==> src/rtl/ctrl_pkg.sv <==
// ---------------------------------------------------------------------------
// ctrl_pkg
// Shared definitions for the multicycle RV32I controller and its opcode
// decoder: opcode values, FSM state encoding, latched instruction class and
// the ALUOp / MemtoReg encodings seen by the datapath.
// No ports (package).
// ---------------------------------------------------------------------------
package ctrl_pkg;

    // RV32I major opcodes recognised by the controller
    localparam logic [6:0] OP_R     = 7'b0110011;
    localparam logic [6:0] OP_I     = 7'b0010011;
    localparam logic [6:0] OP_LW    = 7'b0000011;
    localparam logic [6:0] OP_SW    = 7'b0100011;
    localparam logic [6:0] OP_BR    = 7'b1100011;
    localparam logic [6:0] OP_JAL   = 7'b1101111;
    localparam logic [6:0] OP_JALR  = 7'b1100111;
    localparam logic [6:0] OP_LUI   = 7'b0110111;
    localparam logic [6:0] OP_AUIPC = 7'b0010111;

    typedef enum logic [2:0] {
        S_IDLE,
        S_FETCH,
        S_DECODE,
        S_EXEC,
        S_MEM,
        S_WB,
        S_TRAP
    } state_t;

    // CL_NONE is the post-reset value before any instruction was decoded
    typedef enum logic [3:0] {
        CL_NONE,
        CL_R,
        CL_I,
        CL_LW,
        CL_SW,
        CL_BR,
        CL_JAL,
        CL_JALR,
        CL_LUI,
        CL_AUIPC,
        CL_ILL
    } opclass_t;

    // ALUOp encodings
    localparam logic [1:0] ALUOP_ADD    = 2'b00;
    localparam logic [1:0] ALUOP_BRANCH = 2'b01;
    localparam logic [1:0] ALUOP_RI     = 2'b10;
    localparam logic [1:0] ALUOP_JUMP   = 2'b11;

    // MemtoReg (write-back source) encodings
    localparam logic [1:0] WB_ALU = 2'b00;
    localparam logic [1:0] WB_MEM = 2'b01;
    localparam logic [1:0] WB_PC4 = 2'b10;
    localparam logic [1:0] WB_IMM = 2'b11;

endpackage

==> src/rtl/multicycle_controller_op_decode.sv <==
// ---------------------------------------------------------------------------
// op_decode
// Purely combinational classification of a 7-bit RV32I opcode into an
// instruction class. LUI/AUIPC are only recognised when SUPPORT_UPPER != 0,
// otherwise they classify as illegal. Kept standalone so a pipelined decoder
// can reuse it.
// Ports:
//   opcode  in   7-bit opcode field
//   opclass out  decoded instruction class (CL_ILL for anything unknown)
// ---------------------------------------------------------------------------
module op_decode
    import ctrl_pkg::*;
#(
    parameter int SUPPORT_UPPER = 1
) (
    input  logic [6:0] opcode,
    output opclass_t   opclass
);

    always_comb begin
        opclass = CL_ILL;
        case (opcode)
            OP_R:     opclass = CL_R;
            OP_I:     opclass = CL_I;
            OP_LW:    opclass = CL_LW;
            OP_SW:    opclass = CL_SW;
            OP_BR:    opclass = CL_BR;
            OP_JAL:   opclass = CL_JAL;
            OP_JALR:  opclass = CL_JALR;
            OP_LUI:   opclass = (SUPPORT_UPPER != 0) ? CL_LUI : CL_ILL;
            OP_AUIPC: opclass = (SUPPORT_UPPER != 0) ? CL_AUIPC : CL_ILL;
            default:  opclass = CL_ILL;
        endcase
    end

endmodule

==> src/rtl/multicycle_controller.sv <==
// ---------------------------------------------------------------------------
// multicycle_controller
// Multicycle RV32I main controller. Each instruction walks
// FETCH -> DECODE -> EXEC -> [MEM] -> [WB] with MEM_LAT-cycle memory
// accesses. Outputs are a Moore decode of (state, latched class, wait count),
// so every strobe drops as soon as the asynchronous reset hits the state.
// Parameters:
//   MEM_LAT        memory access cycles per fetch/load/store (>=1)
//   SUPPORT_UPPER  1: LUI/AUIPC legal, 0: they trap
//   CNT_W          width of instr_count
// Ports:
//   clk, reset     clock, asynchronous active-high reset
//   Opcode         opcode field of the instruction register
//   PCWrite        commit next PC
//   IRWrite        load instruction register
//   ALUSrcA        0 rs1, 1 PC
//   ALUSrc         0 rs2, 1 immediate
//   MemtoReg       00 ALU, 01 memory, 10 PC+4, 11 immediate
//   RegWrite       register file write enable
//   MemRead        memory read (fetch or load)
//   MemWrite       memory write
//   ALUOp          00 add, 01 branch, 10 R/I-type, 11 jump
//   Branch         conditional PC update
//   Jump           JAL/JALR target select
//   Sel_jalr       target is ALU result
//   Illegal        sticky illegal-opcode trap
//   instr_done     one-cycle retire pulse
//   instr_count    retired instruction count (wraps)
// ---------------------------------------------------------------------------
module multicycle_controller
    import ctrl_pkg::*;
#(
    parameter int MEM_LAT       = 1,
    parameter int SUPPORT_UPPER = 1,
    parameter int CNT_W         = 32
) (
    input  logic             clk,
    input  logic             reset,
    input  logic [6:0]       Opcode,
    output logic             PCWrite,
    output logic             IRWrite,
    output logic             ALUSrcA,
    output logic             ALUSrc,
    output logic [1:0]       MemtoReg,
    output logic             RegWrite,
    output logic             MemRead,
    output logic             MemWrite,
    output logic [1:0]       ALUOp,
    output logic             Branch,
    output logic             Jump,
    output logic             Sel_jalr,
    output logic             Illegal,
    output logic             instr_done,
    output logic [CNT_W-1:0] instr_count
);

    localparam int                WAIT_W    = $clog2(MEM_LAT + 1);
    localparam logic [WAIT_W-1:0] WAIT_LAST = WAIT_W'(MEM_LAT - 1);

    state_t            state;
    state_t            state_next;
    opclass_t          opclass;
    opclass_t          decoded;
    logic [WAIT_W-1:0] wait_cnt;
    logic              wait_last;

    op_decode #(
        .SUPPORT_UPPER(SUPPORT_UPPER)
    ) u_op_decode (
        .opcode (Opcode),
        .opclass(decoded)
    );

    assign wait_last = (wait_cnt == WAIT_LAST);

    // State register plus the small amount of state that rides with it.
    // FETCH and MEM never loop onto themselves once their last cycle is
    // reached, so any state change is exactly an "entry" that restarts the
    // wait counter.
    always_ff @(posedge clk or posedge reset) begin
        if (reset) begin
            state       <= S_IDLE;
            wait_cnt    <= '0;
            opclass     <= CL_NONE;
            instr_count <= '0;
        end else begin
            state <= state_next;
            if (state_next != state) begin
                wait_cnt <= '0;
            end else if (state == S_FETCH || state == S_MEM) begin
                wait_cnt <= wait_cnt + WAIT_W'(1);
            end
            // Opcode is only sampled here; later changes are ignored
            if (state == S_DECODE) begin
                opclass <= decoded;
            end
            if (instr_done) begin
                instr_count <= instr_count + CNT_W'(1);
            end
        end
    end

    // Next-state logic
    always_comb begin
        state_next = state;
        case (state)
            S_IDLE:   state_next = S_FETCH;
            S_FETCH:  if (wait_last) state_next = S_DECODE;
            S_DECODE: state_next = (decoded == CL_ILL) ? S_TRAP : S_EXEC;
            S_EXEC: begin
                case (opclass)
                    CL_LW, CL_SW: state_next = S_MEM;
                    CL_BR:        state_next = S_FETCH;
                    default:      state_next = S_WB;
                endcase
            end
            S_MEM: begin
                if (wait_last) begin
                    state_next = (opclass == CL_LW) ? S_WB : S_FETCH;
                end
            end
            S_WB:     state_next = S_FETCH;
            S_TRAP:   state_next = S_TRAP;
            default:  state_next = S_IDLE;
        endcase
    end

    // Moore output decode
    always_comb begin
        PCWrite    = 1'b0;
        IRWrite    = 1'b0;
        ALUSrcA    = 1'b0;
        ALUSrc     = 1'b0;
        MemtoReg   = WB_ALU;
        RegWrite   = 1'b0;
        MemRead    = 1'b0;
        MemWrite   = 1'b0;
        ALUOp      = ALUOP_ADD;
        Branch     = 1'b0;
        Jump       = 1'b0;
        Sel_jalr   = 1'b0;
        Illegal    = 1'b0;
        instr_done = 1'b0;
        case (state)
            S_FETCH: begin
                MemRead = 1'b1;
                IRWrite = wait_last;
            end
            S_EXEC: begin
                case (opclass)
                    CL_R: ALUOp = ALUOP_RI;
                    CL_I: begin
                        ALUOp  = ALUOP_RI;
                        ALUSrc = 1'b1;
                    end
                    CL_LW, CL_SW: begin
                        ALUOp  = ALUOP_ADD;
                        ALUSrc = 1'b1;
                    end
                    // Branches resolve here; the datapath picks target or PC+4
                    CL_BR: begin
                        ALUOp      = ALUOP_BRANCH;
                        Branch     = 1'b1;
                        PCWrite    = 1'b1;
                        instr_done = 1'b1;
                    end
                    CL_JAL: begin
                        ALUOp = ALUOP_JUMP;
                        Jump  = 1'b1;
                    end
                    CL_JALR: begin
                        ALUOp    = ALUOP_JUMP;
                        ALUSrc   = 1'b1;
                        Jump     = 1'b1;
                        Sel_jalr = 1'b1;
                    end
                    CL_AUIPC: begin
                        ALUOp   = ALUOP_ADD;
                        ALUSrcA = 1'b1;
                        ALUSrc  = 1'b1;
                    end
                    default: ;
                endcase
            end
            S_MEM: begin
                MemRead  = (opclass == CL_LW);
                MemWrite = (opclass == CL_SW);
                // A store retires on its final memory cycle (no WB)
                if (opclass == CL_SW && wait_last) begin
                    PCWrite    = 1'b1;
                    instr_done = 1'b1;
                end
            end
            S_WB: begin
                RegWrite   = 1'b1;
                PCWrite    = 1'b1;
                instr_done = 1'b1;
                case (opclass)
                    CL_LW:           MemtoReg = WB_MEM;
                    CL_JAL, CL_JALR: MemtoReg = WB_PC4;
                    CL_LUI:          MemtoReg = WB_IMM;
                    default:         MemtoReg = WB_ALU;
                endcase
                // Keep the PC target mux stable while the PC commits
                Jump     = (opclass == CL_JAL) || (opclass == CL_JALR);
                Sel_jalr = (opclass == CL_JALR);
            end
            S_TRAP:  Illegal = 1'b1;
            default: ;
        endcase
    end

endmodule
==> config.mk <==
export PLATFORM = sky130hd
export DESIGN_NAME = multicycle_controller
export DESIGN_NICKNAME = d
export VERILOG_FILES = /design/src/rtl/ctrl_pkg.sv /design/src/rtl/multicycle_controller_op_decode.sv /design/src/rtl/multicycle_controller.sv
export SDC_FILE = /design/constraint.sdc
export NUM_CORES = 1
export LEC_CHECK = 0
export BUFFER_PORTS_ARGS = -buffer_cell sky130_fd_sc_hd__clkbuf_2
export CAP_MARGIN = 20
export CORE_MARGIN = 2
export CORE_UTILIZATION = 40
export DETAILED_ROUTE_END_ITERATION = 10
export SLEW_MARGIN = 15
export SYNTH_ARGS = -nofsm -noshare
export SYNTH_HDL_FRONTEND = slang
export SYNTH_HIERARCHICAL = 1
export SYNTH_SLANG_ARGS = --single-unit
==> constraint.sdc <==
create_clock -name clk -period 2.7 [get_ports clk]
set_input_delay 0.81 -clock clk [delete_from_list [all_inputs] [get_ports clk]]
set_output_delay 0.81 -clock clk [all_outputs]
set_load 0.05 [all_outputs]
==> out/summary.md <==
Counting the fill cells in the layout gives 531. The worst path required time came out at 1.89 ns. The sequential cell area fraction in the yosys report is 45.1%, and the worst-margin pin slew is 0.546 ns.

During I/O placement, the number of pins put on the boundary was 57. The post-synthesis register bit count is 40. The worst setup path is of the reg -> out kind. The count of input and output buffers was 56. The run finished with clean final reports. Synthesis handed over a netlist of 222 instances. TritonCTS built the clock tree. No sink is reached through more buffers than the 2 on the longest clock path. The H-tree was split into 2 levels. Once the floorplan was initialized, standard cells occupied 40.8% of the core. After Yosys synthesis, and, or, nand and nor cells account for 27.0% of the synthesized area. The tools report the capturing element type of the critical path as an output port. The predominant post-synthesis flop cell was dfrtp_1. The analysis attributes to net switching a power of 0.806 mW. The maximum ir drop on the vdd rail is 0.000354 V. The logs give 83 for the number of violations reported at the end of detailed-routing iteration 0 and 0.00100 mm² for the sequential standard cell area. In this run switching power makes up 42.5% of total power. The die covers 0.00616 mm².

The fmax is 384 MHz, and the die outline width is 78.5 µm. Relative to the synthesized area, the layout overhead comes to 21.0%. The most area-hungry cell type in the Yosys netlist was dfrtp_1.

Wire length of the first global-routing pass: 7810 µm. For this run, design rule violations remaining after detail routing come to 0. The insertion delay to the later sink of the worst-skew pair came out at 0.28 ns. In the final routed layout, each cell accounts on average for 12.8 µm. By area, the combinational part of the netlist is dominated by simple AND/OR/NAND/NOR gates. The tools report the master cell of the clock root buffer as clkbuf_8.

Setup repair after global routing left no endpoint under its margin. The internal portion of the total power is 1.09 mW. The die span in y was 78.5 µm.

In this run the worst path has a maximum fanout of 10. The detailed-route vias per instance was 5.07; the critical path arrival was 1.79 ns. After clock tree synthesis, the clock-pin slew on the worst setup and hold paths is 0.07 ns. The power per standard cell area is 707 mW/mm².

The area used by multi-input combinational logic is 0.00117 mm². The logs give 0.61 ns for the worst reg-to-reg setup slack and 0 for the final number of hold-violating endpoints. The HPWL reported at the end of detailed placement was 3370 µm. The tools report the area of the mapped netlist as 0.00222 mm². Average cell area after synthesis: 10.0 µm². In the finished design, the share of the clock period the worst path needs comes to 96.4%. The worst hold-check path type is reg -> reg. For this block, the routed nets add up to 4540 µm of wire. Of the total synthesized cell area, the portion taken by XOR and XNOR cells is 13.0%.

The first detailed-routing pass took 4 iterations. The run gives 232 as the number of nets produced by synthesis. The smallest clock period supported by the final layout is computed as 2.60 ns. The run gives 0 as the initial antenna violation count. The tools report the count of standard-cell rows as 27. At the end of routability-driven placement, the weighted congestion stood at 0.804. The run gives 0.00336 ns as the final clock skew. Of the total power, registers draw 42.4%.

Counting every sink on the clock net gives 40. In this run, CTS created clock tree buffers numbering 5. The fraction of layout cells with a size suffix above 1 is 32.6%, and the number of cells in the design after placement is 346.

Combinational fraction of design power: 38.3%. Total congestion overflow: 0. Global routing consumed, over all layers together, 16.1% of the routing resources. The logs give 45 for the number of distinct library cell variants in the gate-level netlist after synthesis and 19.3% for the clock share of power.

In the post-synthesis netlist, the biggest area contributors are dfrtp_1 45%, xor2_1 7.9%, xnor2_1 5.1%, nor2_1 3.9%, nand2_1 3.4%. The max-slew violation count is 0, and the number of cells traversed by the worst register-to-register path is 5. Measured against its own limit, the worst slew margin works out to 63.3%. The number of nets in the layout came out at 292.

The run gives 6 as the count of warnings emitted by yosys. In the final timing run, aggregate negative setup slack is 0 ns. Filler-free cell count of the finished design: 354.

The number of hold buffers added after CTS was 0. The analysis attributes to cell leakage a power of 1.34 nW. Summing the areas of all compound-gate instances in the mapped netlist gives 8.34% of the synthesized area. The count of nets left with antenna violations once routing finished came out at 0. The number of violations of the max-capacitance limit was 0.

The worst hold path depth is 1, and the fraction of synthesized area in multiplexers is 2.99%. Setup violations remaining at the end of the flow were counted as 0. The total number of vias came out at 1,795.

The worst setup path is launched from a register. Entering global routing, the biggest net connects 41 pins. The arithmetic-cell share of the synthesized area counting full adders, half adders and majority gates was 0.564%. The number of flops mapped to enable cells by yosys works out to 0. The top cell type's share of synthesized area is 45.1%, and the area inside the core boundary is 0.00544 mm².

The run gives 0 as the antenna cell count. The via count of the first global-routing pass is 1,668. Counting flops with an async set or reset pin after synthesis yields a share of 100%.
worst max-delay path, stage by stage (launching register included):
cell and delay (ns):
dfrtp_2 0.46, or3b_2 0.49, a21o_1 0.17, a21oi_1 0.13, clkbuf_4 0.25
layout make-up:
class                   instances  area share, %
clock buffers                   6           2.70
well taps                      72           3.35
flip-flops and latches         40           37.4
clock inverters                 1          0.186
inverters                       4          0.559
repair buffers                 61           12.1
multi-input cells             170           43.7
cell families after synthesis:
| group | Yosys count |
|---|---|
| and+or+nand+nor | 108 |
| DFF | 40 |
| xor gates and xnor gates | 33 |
| AOI/OAI and AO/OA | 22 |
| buffers and inverters | 12 |
| muxes | 6 |
| adders and majority gates | 1 |
cell usage after synthesis, types with 3 or more instances:
| cell type | n |
|---|---|
| nor2b_1 | 3 |
| nor3_1 | 10 |
| inv_1 | 4 |
| xor2_1 | 20 |
| nor3b_1 | 3 |
| nand2_1 | 20 |
| nor4_2 | 3 |
| nand3_1 | 11 |
| and3_1 | 4 |
| dfrtp_1 | 40 |
| nand2b_1 | 6 |
| a21oi_1 | 8 |
| nand3b_1 | 3 |
| xnor2_1 | 13 |
| mux2_2 | 5 |
| buf_2 | 4 |
| nor2_1 | 23 |
| nand4_1 | 8 |
stage by stage:
stage	instance area (µm²)	total power [mW]	hold slack (ns)	setup WS [ns]	util [%]
CTS	2670	1.90	0.493	0.0215	49.0
detailed placement	2580	1.52	0.482	0.267	47.4
finish	2690	1.90	0.484	0.0968	49.4
global route	2690	2.02	0.505	0.0109	49.4
floorplan	2250	1.40	0.578	-0.272	-
global placement	2580	1.52	0.461	0.316	47.4
placed cells by master, fill, tap and decap left out, types with 2 or more instances in the layout:
cell,count
nand2_1,20
nor3b_1,2
nor3_1,10
xor2_1,20
mux2_2,5
o31ai_1,2
nor4_2,4
clkbuf_2,53
nor2_1,23
nand4_1,8
nand3b_1,3
dfrtp_1,37
and3_1,4
nor3_2,2
clkbuf_8,5
nor2b_1,2
and2_1,2
or2_4,2
o21ai_0,2
buf_4,5
a21oi_1,8
clkbuf_4,3
o211ai_1,2
xnor2_1,13
nand2b_1,6
inv_1,4
nand3_1,11
dfrtp_2,3
registers in the layout (all words and copies together), names as in the netlist:
register / flops
instr_count: 32
opclass: 4
state: 3
wait_cnt: 1
layer usage:
layer  global-route usage, %  vias to the layer above  part of all wire, %
li1                        -                      890                    -
met1                    21.7                      851                   46
met2                    24.7                       44                   46
met3                    3.91                       10                  5.6
met4                    7.19                        0                  2.5
met5                       0                        -                    0
path summary, 6_finish.rpt:
path,startpoint,endpoint
min in group asynchronous,reset,instr_count[20]
max in group asynchronous,reset,opclass[2]
min reg2reg,instr_count[31],instr_count[31]
max,opclass[0],ALUSrc
max reg2reg,instr_count[7],instr_count[31]
min,instr_count[31],instr_count[31]
power groups by stage:
stage	Combinational (mW)	Clock (mW)	Sequential, mW
after floorplan	0.567	0	0.836
after global placement	0.706	0	0.812
after detailed placement	0.708	0	0.815
after CTS	0.716	0.383	0.804
after global routing	0.785	0.407	0.826
final	0.726	0.367	0.806
what timing repair did:
item | 4_1_cts | 5_1_grt
setup endpoints to repair | 3 | 7
pin swaps | 0 | 0
setup buffers | 0 | 1
resized for setup | 3 | 6
hold endpoints to repair | 0 | 0
Power figures use the tool's default switching activity.
